`config.mk`:
```
export PLATFORM = sky130hd
export DESIGN_NAME = pwm_sequencer
export DESIGN_NICKNAME = d
export VERILOG_FILES = /design/src/rtl/pwm_pkg.sv /design/src/rtl/pwm_wave_counter.sv /design/src/rtl/pwm_sequencer.sv
export SDC_FILE = /design/constraint.sdc
export NUM_CORES = 1
export LEC_CHECK = 0
export ABC_AREA = 1
export CORE_AREA = 2 2 122 124
export DETAILED_ROUTE_END_ITERATION = 8
export DIE_AREA = 0 0 124 126
export HOLD_SLACK_MARGIN = 0.02
export PLACE_DENSITY = 0.77
export SYNTH_ARGS = -nofsm -noshare
export SYNTH_HDL_FRONTEND = slang
export SYNTH_SLANG_ARGS = --single-unit
```
`constraint.sdc`:
```
create_clock -name CLK -period 4.33 [get_ports CLK]
set_input_delay 0.433 -clock CLK [delete_from_list [all_inputs] [get_ports CLK]]
set_output_delay 0.433 -clock CLK [all_outputs]
set_load 0.05 [all_outputs]
```
`src/rtl/pwm_pkg.sv`:
```
// Shared types for the PWM step sequencer: FSM states, step-table entry layout, wave block size.
package pwm_pkg;

  typedef enum logic [1:0] {IDLE, LOAD, RUN, FIN} state_t;

  typedef struct packed {
    logic [7:0] freq;
    logic [7:0] duty;
    logic [7:0] reps;
  } step_t;

  localparam int WAVE_BLOCK = 256;

endpackage

```
`src/rtl/pwm_wave_counter.sv`:
```
// Nested cyc/blk/wav counters timing one step: 256*(freq+1) cycles per wave, reps waves.
// last is high on the final cycle of the step; counters restart while clear is high.
module pwm_wave_counter
  import pwm_pkg::*;
(
  input  logic       clk,
  input  logic       rst,
  input  logic       clear,
  input  logic [7:0] freq,
  input  logic [7:0] reps,
  output logic       last
);

  localparam logic [7:0] CYC_MAX = 8'(WAVE_BLOCK - 1);

  logic [7:0] cyc;
  logic [7:0] blk;
  logic [7:0] wav;

  always_ff @(posedge clk) begin
    if (rst || clear) begin
      cyc <= 8'd0;
      blk <= 8'd0;
      wav <= 8'd1;
    end else begin
      cyc <= cyc + 8'd1;
      if (cyc == CYC_MAX) begin
        if (blk == freq) begin
          blk <= 8'd0;
          wav <= wav + 8'd1;
        end else begin
          blk <= blk + 8'd1;
        end
      end
    end
  end

  assign last = !clear && (cyc == CYC_MAX) && (blk == freq) && (wav == reps);

endmodule

```
`src/rtl/pwm_sequencer.sv`:
```
// Plays a table of (freq, duty, reps) steps into a PWM, once or looped, resetting the PWM
// for one cycle before each step. All outputs registered; table writes are dropped while busy.
module pwm_sequencer
  import pwm_pkg::*;
#(
  parameter int DEPTH  = 4,
  parameter int ADDR_W = 2
) (
  input  logic              CLK,
  input  logic              RST,
  input  logic              WR_EN,
  input  logic [ADDR_W-1:0] WR_ADDR,
  input  logic [7:0]        WR_FREQ,
  input  logic [7:0]        WR_DUTY,
  input  logic [7:0]        WR_REPS,
  input  logic [ADDR_W-1:0] LAST_STEP,
  input  logic              LOOP,
  input  logic              START,
  input  logic              STOP,
  output logic              PWM_RSTB,
  output logic [7:0]        PWM_FREQ,
  output logic [7:0]        PWM_DUTY,
  output logic              BUSY,
  output logic              DONE,
  output logic [ADDR_W-1:0] STEP
);

  step_t             table_q [DEPTH];
  state_t            state;
  logic [ADDR_W-1:0] last_q;
  logic              loop_q;
  step_t             cur;
  logic              wave_last;
  logic              at_end;
  logic              advance;
  logic [ADDR_W-1:0] nxt_step;

  assign cur = table_q[STEP];

  pwm_wave_counter u_wave_counter (
    .clk   (CLK),
    .rst   (RST),
    .clear (state != RUN),
    .freq  (cur.freq),
    .reps  (cur.reps),
    .last  (wave_last)
  );

  // A zero-rep step is consumed by its LOAD cycle alone.
  always_comb begin
    at_end   = (STEP == last_q);
    nxt_step = at_end ? '0 : STEP + ADDR_W'(1);
    advance  = ((state == LOAD) && (cur.reps == 8'd0)) || ((state == RUN) && wave_last);
  end

  always_ff @(posedge CLK) begin
    if (RST) begin
      state    <= IDLE;
      PWM_RSTB <= 1'b0;
      PWM_FREQ <= 8'd0;
      PWM_DUTY <= 8'd0;
      BUSY     <= 1'b0;
      DONE     <= 1'b0;
      STEP     <= '0;
      last_q   <= '0;
      loop_q   <= 1'b0;
      for (int i = 0; i < DEPTH; i++) begin
        table_q[i] <= '0;
      end
    end else begin
      DONE <= 1'b0;
      if (WR_EN && (state == IDLE)) begin
        table_q[WR_ADDR] <= '{freq: WR_FREQ, duty: WR_DUTY, reps: WR_REPS};
      end
      case (state)
        IDLE: begin
          if (START && !STOP) begin
            state    <= LOAD;
            last_q   <= LAST_STEP;
            loop_q   <= LOOP;
            STEP     <= '0;
            PWM_FREQ <= table_q[0].freq;
            PWM_DUTY <= table_q[0].duty;
            PWM_RSTB <= 1'b0;
            BUSY     <= 1'b1;
          end
        end
        LOAD, RUN: begin
          if (STOP) begin
            state    <= IDLE;
            PWM_RSTB <= 1'b0;
            BUSY     <= 1'b0;
          end else if (advance) begin
            if (!at_end || loop_q) begin
              state    <= LOAD;
              STEP     <= nxt_step;
              PWM_FREQ <= table_q[nxt_step].freq;
              PWM_DUTY <= table_q[nxt_step].duty;
              PWM_RSTB <= 1'b0;
            end else begin
              state    <= FIN;
              PWM_RSTB <= 1'b0;
              BUSY     <= 1'b0;
              DONE     <= 1'b1;
            end
          end else if (state == LOAD) begin
            state    <= RUN;
            PWM_RSTB <= 1'b1;
          end
        end
        FIN: begin
          state    <= IDLE;
          PWM_RSTB <= 1'b0;
          BUSY     <= 1'b0;
        end
        default: state <= IDLE;
      endcase
    end
  end

endmodule
```
==> impl_metrics.ini, run 1 <==
[setup_path]
critPathArrivalTime_ps = 3260
cp_max_fo = 36
worstPathRequired_ps = 4650
rr_worst_depth = 12
start_kind = flop
crit_path_end_kind = flop
r2r_slack_ps = 1390
crit_type = reg -> reg
reg2reg_to = PWM_DUTY[0]

[floorplan]
initial_core_util_pct = 49.9
fp.dieW_um = 124
std_cell_rows = 44
die_h_um = 126
core_area_um2 = 14300
die_area_um2 = 15600
boundaryPins = 55

[synthesis]
synthTopCellsByArea = edfxtp_1, dfxtp_1, nand2_1, nor2_1, nand3_1
synth_cell_type_count = 35
syn_area_um2 = 7150
yosys_warnings = 0
synth_edf_count = 96
synth_top_area_share_pct = 40.3
synthFlopType = edfxtp_1
syn_nets = 885
synthArstFlopShare_pct = 0
postSynthCellCount = 845
avgSynthCellArea_um2 = 8.46
synth-seq-cells = 148
yosys.area.top_type = edfxtp_1
ys_seq_area_share_pct = 54.9

[sta]
slew_violations = 0
skew_ps = 8.52
setup_viol_count_final = 0
period_needed_ps = 2940
max-slew-margin-rel_pct = 27.3
rsz0062_at_grt = false
period_share_pct = 67.9
hold_violations = 0
tightest_slew_ps = 1090
timing.fmax_mhz = 340
tns_ps = 0

[drt]
first_iter_violations = 823
drt_pass1_iterations = 5
drc = 0
ant_nets = 0
drt-total-wl_mm = 17.4
vias_per_cell = 5.46
wl_per_cell_um = 15.9
vias = 5958

[clock_network]
cts.repair.resized = 0
insertion_delay_ps = 430
post_cts_buffers = 0
clock-sinks = 148
cts-root-buf = clkbuf_16
tritoncts = yes
cts_inserted_buffers = 17
clock_path_buffers = 2
clkTransAtPathRegs_ps = 70
h-tree-depth = 4
holdBufCountCts = 0

[layout]
fin_nets = 935
syn2layout_area_growth_pct = 17.7
multi_input_comb_area_um2 = 2710
antennaDiodeCount = 0
seq_area_um2 = 3920
n_fill_cell = 1238
design_area_um2 = 8410
drive_above_1_share_pct = 6.72

[worst_hold_path]
holdCritPathClass = reg -> reg
hp-start = u_wave_counter.cyc[0]
whs_path_depth = 1
hold_path_end = u_wave_counter.cyc[0]

[pwr]
power.density_nw_per_um2 = 593
p_total_uw = 4990
ir_drop_v = 0.000296
p_leak_uw = 0.00341

[global_route]
grt_pass1_wl_mm = 28.4
grt-ovfl-total = 0
antenna_found_initial = 0
grt_usage_pct = 23.7
grt_pass1_vias = 5695
grt_max_degree = 49

[run_status]
status = completed

[place]
hpwl_mm = 11.2
port_buffers = 54
routabilityCongestion = 0.842
post_dp_cell_area_um2 = 7830

[run]
drv_cap = 0
[flip-flops by register name (all words and copies together) (netlist names), named ones only]
signal	flops
table_q	96
PWM_DUTY	8
PWM_FREQ	8
u_wave_counter.blk	8
u_wave_counter.cyc	8
u_wave_counter.wav	8
STEP	2
last_q	2
state	2
BUSY	1
DONE	1
PWM_RSTB	1
loop_q	1
[synth_stat cells (2+ instances only)]
cell type  number
edfxtp_1       96
a21oi_1        17
nand3_1        71
dfxtp_1        52
buf_2           7
nor2_2          3
a31oi_1         3
nor3b_1         4
inv_4           2
xor2_1          6
buf_6           7
nor3_1         64
nor2_1        146
inv_1          80
nand4_1         8
nand3_2         2
nand2_1       201
nand3b_1        2
xor2_2          3
buf_4           3
a311oi_1       16
clkbuf_1       20
ha_1            6
inv_2           2
o21ai_0        14
[critical path: stages, from the launching register on]
cell and delay (ps):
dfxtp_1 720, inv_4 280, nand2_1 160, nand3_1 100, nand2_1 170, xor2_1 160
nand3b_1 80, nor2_1 160, nand2_1 100, nand3_2 100, nand4_4 440, nor2_1 250
nor2_1 80
[worst max path at each step]
stage	slack [ps]	end
after global placement	1520	flop
after floorplan	1380	table_q[3][0]
after detailed placement	1470	flop
after CTS	1420	flop
after global routing	1110	flop
final	1390	PWM_DUTY[0]
[stage by stage]
stage,utilization (%),worst slack [ps],hold slack [ps],instances
after floorplan,-,1380,418,845
after global placement,54.7,1520,428,1060
after detailed placement,54.7,1470,440,1060
after CTS,58.8,1420,450,1092
after global routing,58.8,1110,463,1092
final,58.8,1390,448,1092
[cell type report]
cell class,count,share of cell area (%)
clock buffers,19,5.14
multi-input cells,575,32.1
inverters,84,3.81
repair buffers,69,7.76
well taps,184,2.74
flip-flops and latches,148,46.6
clock inverters,13,1.77
[layer usage]
| metal | share of wire (%) | up-vias | wire [um] | global-route usage (%) |
|---|---|---|---|---|
| li1 | - | 2904 | - | - |
| met5 | 0 | - | 0 | 0 |
| met2 | 48 | 273 | 8310 | 38.4 |
| met1 | 42 | 2746 | 7330 | 31.1 |
| met4 | 2.0 | 0 | 355 | 8.39 |
| met3 | 8.0 | 35 | 1390 | 5.71 |
[power breakdown]
part | switching [uW] | internal [uW]
registers | 86.8 | 1680
clock network | 598 | 857
logic | 1230 | 529
total | 1920 | 3070
[cell families (layout without fill, tap and decap cells)]
group	count (synthesis)	count (layout)	synth area share (%)
adder cells (fa/ha/maj)	6	6	1.05
XOR/XNOR	10	10	1.54
flip-flops	148	148	54.9
buffers and inverters	122	185	7.49
AO/OA/AOI/OAI	53	53	4.71
AND/OR/NAND/NOR	506	506	30.3
[cell usage in the layout (no fill, tap or decap), types with 2 or more instances in the layout]
master,netlist,routed
nand4_1,8,8
nor2_1,146,146
dfxtp_1,52,52
edfxtp_1,96,96
inv_4,2,2
a31oi_1,3,3
nor3_1,64,64
clkinv_4,0,2
inv_6,0,5
buf_4,3,15
nand2_1,201,201
nand3_1,71,71
xor2_1,6,6
a21oi_1,17,17
nor3b_1,4,4
xor2_2,3,3
clkbuf_1,20,2
nand3_2,2,2
inv_2,2,2
nand3b_1,2,2
ha_1,6,6
a311oi_1,16,16
bufinv_16,0,2
o21ai_0,14,13
clkinvlp_4,0,3
clkbuf_16,0,17
clkdlybuf4s50_1,0,54
nor2_2,3,3
inv_1,80,80
No activity file was read; power rests on OpenSTA's default activity.
==> run 2, diff against run 1 <==
- PLACE_DENSITY: 0.77 -> 0.8
- clock period: 4.33 -> 2.45 ns (I/O delays scaled with it)
==> impl_metrics.ini, run 2 (synthesis results as in run 1) <==
[run_status]
status = completed

[floorplan]
die_h_um = 126
std_cell_rows = 44
die_area_um2 = 15600
core_area_um2 = 14300
fp.dieW_um = 124
initial_core_util_pct = 49.9
boundaryPins = 55

[clock_network]
clock-sinks = 148
h-tree-depth = 4
holdBufCountCts = 0
tritoncts = yes
clock_path_buffers = 2
cts_inserted_buffers = 17
clkTransAtPathRegs_ps = 60
cts-root-buf = clkbuf_16
insertion_delay_ps = 430

[setup_path]
crit_type = reg -> reg
cp_slowest_cell = a311oi_1
cpPeakStageDelay_ps = 430
critPathArrivalTime_ps = 2650
start_kind = flop
crit_chain = inv_1, ha_1, inv_2, a21oi_1, o211ai_1, inv_1, buf_12, nor3_1, a311oi_1, nor2_1, nor2_1
reg2reg_to = PWM_FREQ[1]
r2r_slack_ps = 170
worstPathRequired_ps = 2820
r2r-start = state[0]
crit_path_end_kind = flop
rr_worst_depth = 11
cp_max_fo = 33

[global_route]
grt-ovfl-total = 0
grt_pass1_wl_mm = 28.1
grt_usage_pct = 23.4
grt.met3_usage_pct = 4.89
grt_max_degree = 49
use_met1_pct = 32.9
grt_util_met2_pct = 35.2
antenna_found_initial = 0
grt_busiest_layer = met2
grt_pass1_vias = 5587

[place]
hpwl_mm = 11.5
port_buffers = 54
routabilityCongestion = 0.903
post_dp_cell_area_um2 = 7990

[pwr]
netSwitchingFraction_pct = 38.5
p_sw_uw = 3510
power_frac_seq_pct = 34.2
pwr-share-comb_pct = 39.0
p_leak_uw = 0.00352
clkPwrFrac_pct = 26.8
power.density_nw_per_um2 = 1060
ir_drop_v = 0.000591
internal_power_uw = 5620

[run]
drv_cap = 0

[sta]
hold_ws_ps = 448
skew_ps = 10.9
period_needed_ps = 2280
period_share_pct = 92.9
max-slew-margin-rel_pct = 65.5
hold_violations = 0
tightest_slew_ps = 513
setup_viol_count_final = 0
slew_violations = 0
timing.fmax_mhz = 439

[drt]
drt-total-wl_mm = 17.4
drc = 0
drt_pass1_iterations = 5
first_iter_violations = 719
vias_per_cell = 5.41
wl_per_cell_um = 15.7
ant_nets = 0
vias = 6005

[worst_hold_path]
hold_path_end = u_wave_counter.cyc[0]
hp-start = u_wave_counter.cyc[0]
whs_path_depth = 1
holdCritPathClass = reg -> reg

[layout]
antennaDiodeCount = 0
fin_nets = 952
regMostFlops = table_q
drive_above_1_share_pct = 8.76
final_common_cell = nand2_1
layout.cells.most_common_list = nand2_1, nor2_1, edfxtp_1, inv_1, nand3_1
design_area_um2 = 8630
largest_reg_flops = 96
syn2layout_area_growth_pct = 20.7
run 2: power by group through the flow:
stage,clock network [uW],registers [uW],logic (uW)
floorplan,0,3410,2060
global placement,0,3160,3220
detailed placement,0,3160,3290
CTS,2460,3120,3320
global route,2570,3150,3880
finish,2450,3120,3560
run 2: worst max-delay path by stage:
stage / from / slack (ps) / endpoint
after floorplan: state[0] / 230 / table_q[1][0]
after global placement: state[0] / 190 / PWM_FREQ[5]
after detailed placement: state[0] / 110 / PWM_FREQ[5]
after CTS: state[0] / 80 / PWM_FREQ[5]
after global routing: u_wave_counter.cyc[0] / -7 / PWM_DUTY[1]
final: state[0] / 170 / PWM_FREQ[1]
run 2: what timing repair did:
action | 4_1_cts | 5_1_grt
setup endpoints to repair | 0 | 11
setup buffers | 0 | 3
resized for setup | 0 | 7
run 2: metrics by stage:
step           setup slack (ps)  power [uW]  util (%)  std cells  setup TNS, ps
2_1_floorplan               225        5460         -        845              0
3_3_place_gp                187        6390      55.8       1073              0
3_5_place_dp                113        6460      55.8       1073              0
4_1_cts                    83.7        8900      59.7       1105              0
5_1_grt                   -7.34        9610      60.3       1109          -22.6
6_report                    174        9130      60.3       1109              0
run 2: cell type report:
cell class	count	area (um2)
clock buffer	18	429
clock inverter	14	129
fill	1210	5690
inverter	84	323
multi-input combinational	575	2720
sequential	148	3930
tap	184	230
timing repair buffer	86	868
run 2: worst max-delay path: cells and delay by family, from the launching register on:
kind	cells	cell delay [ps]
adder cells (fa/ha/maj)	1	390
flip-flops	1	350
AO/OA/AOI/OAI	3	670
buffers and inverters	4	530
AND/OR/NAND/NOR	3	280
run 2: routing by layer:
layer | up-vias | share of wire (%)
met4 | 0 | 1.9
met5 | - | 0
li1 | 2926 | -
met3 | 31 | 8.7
met1 | 2755 | 43
met2 | 293 | 47
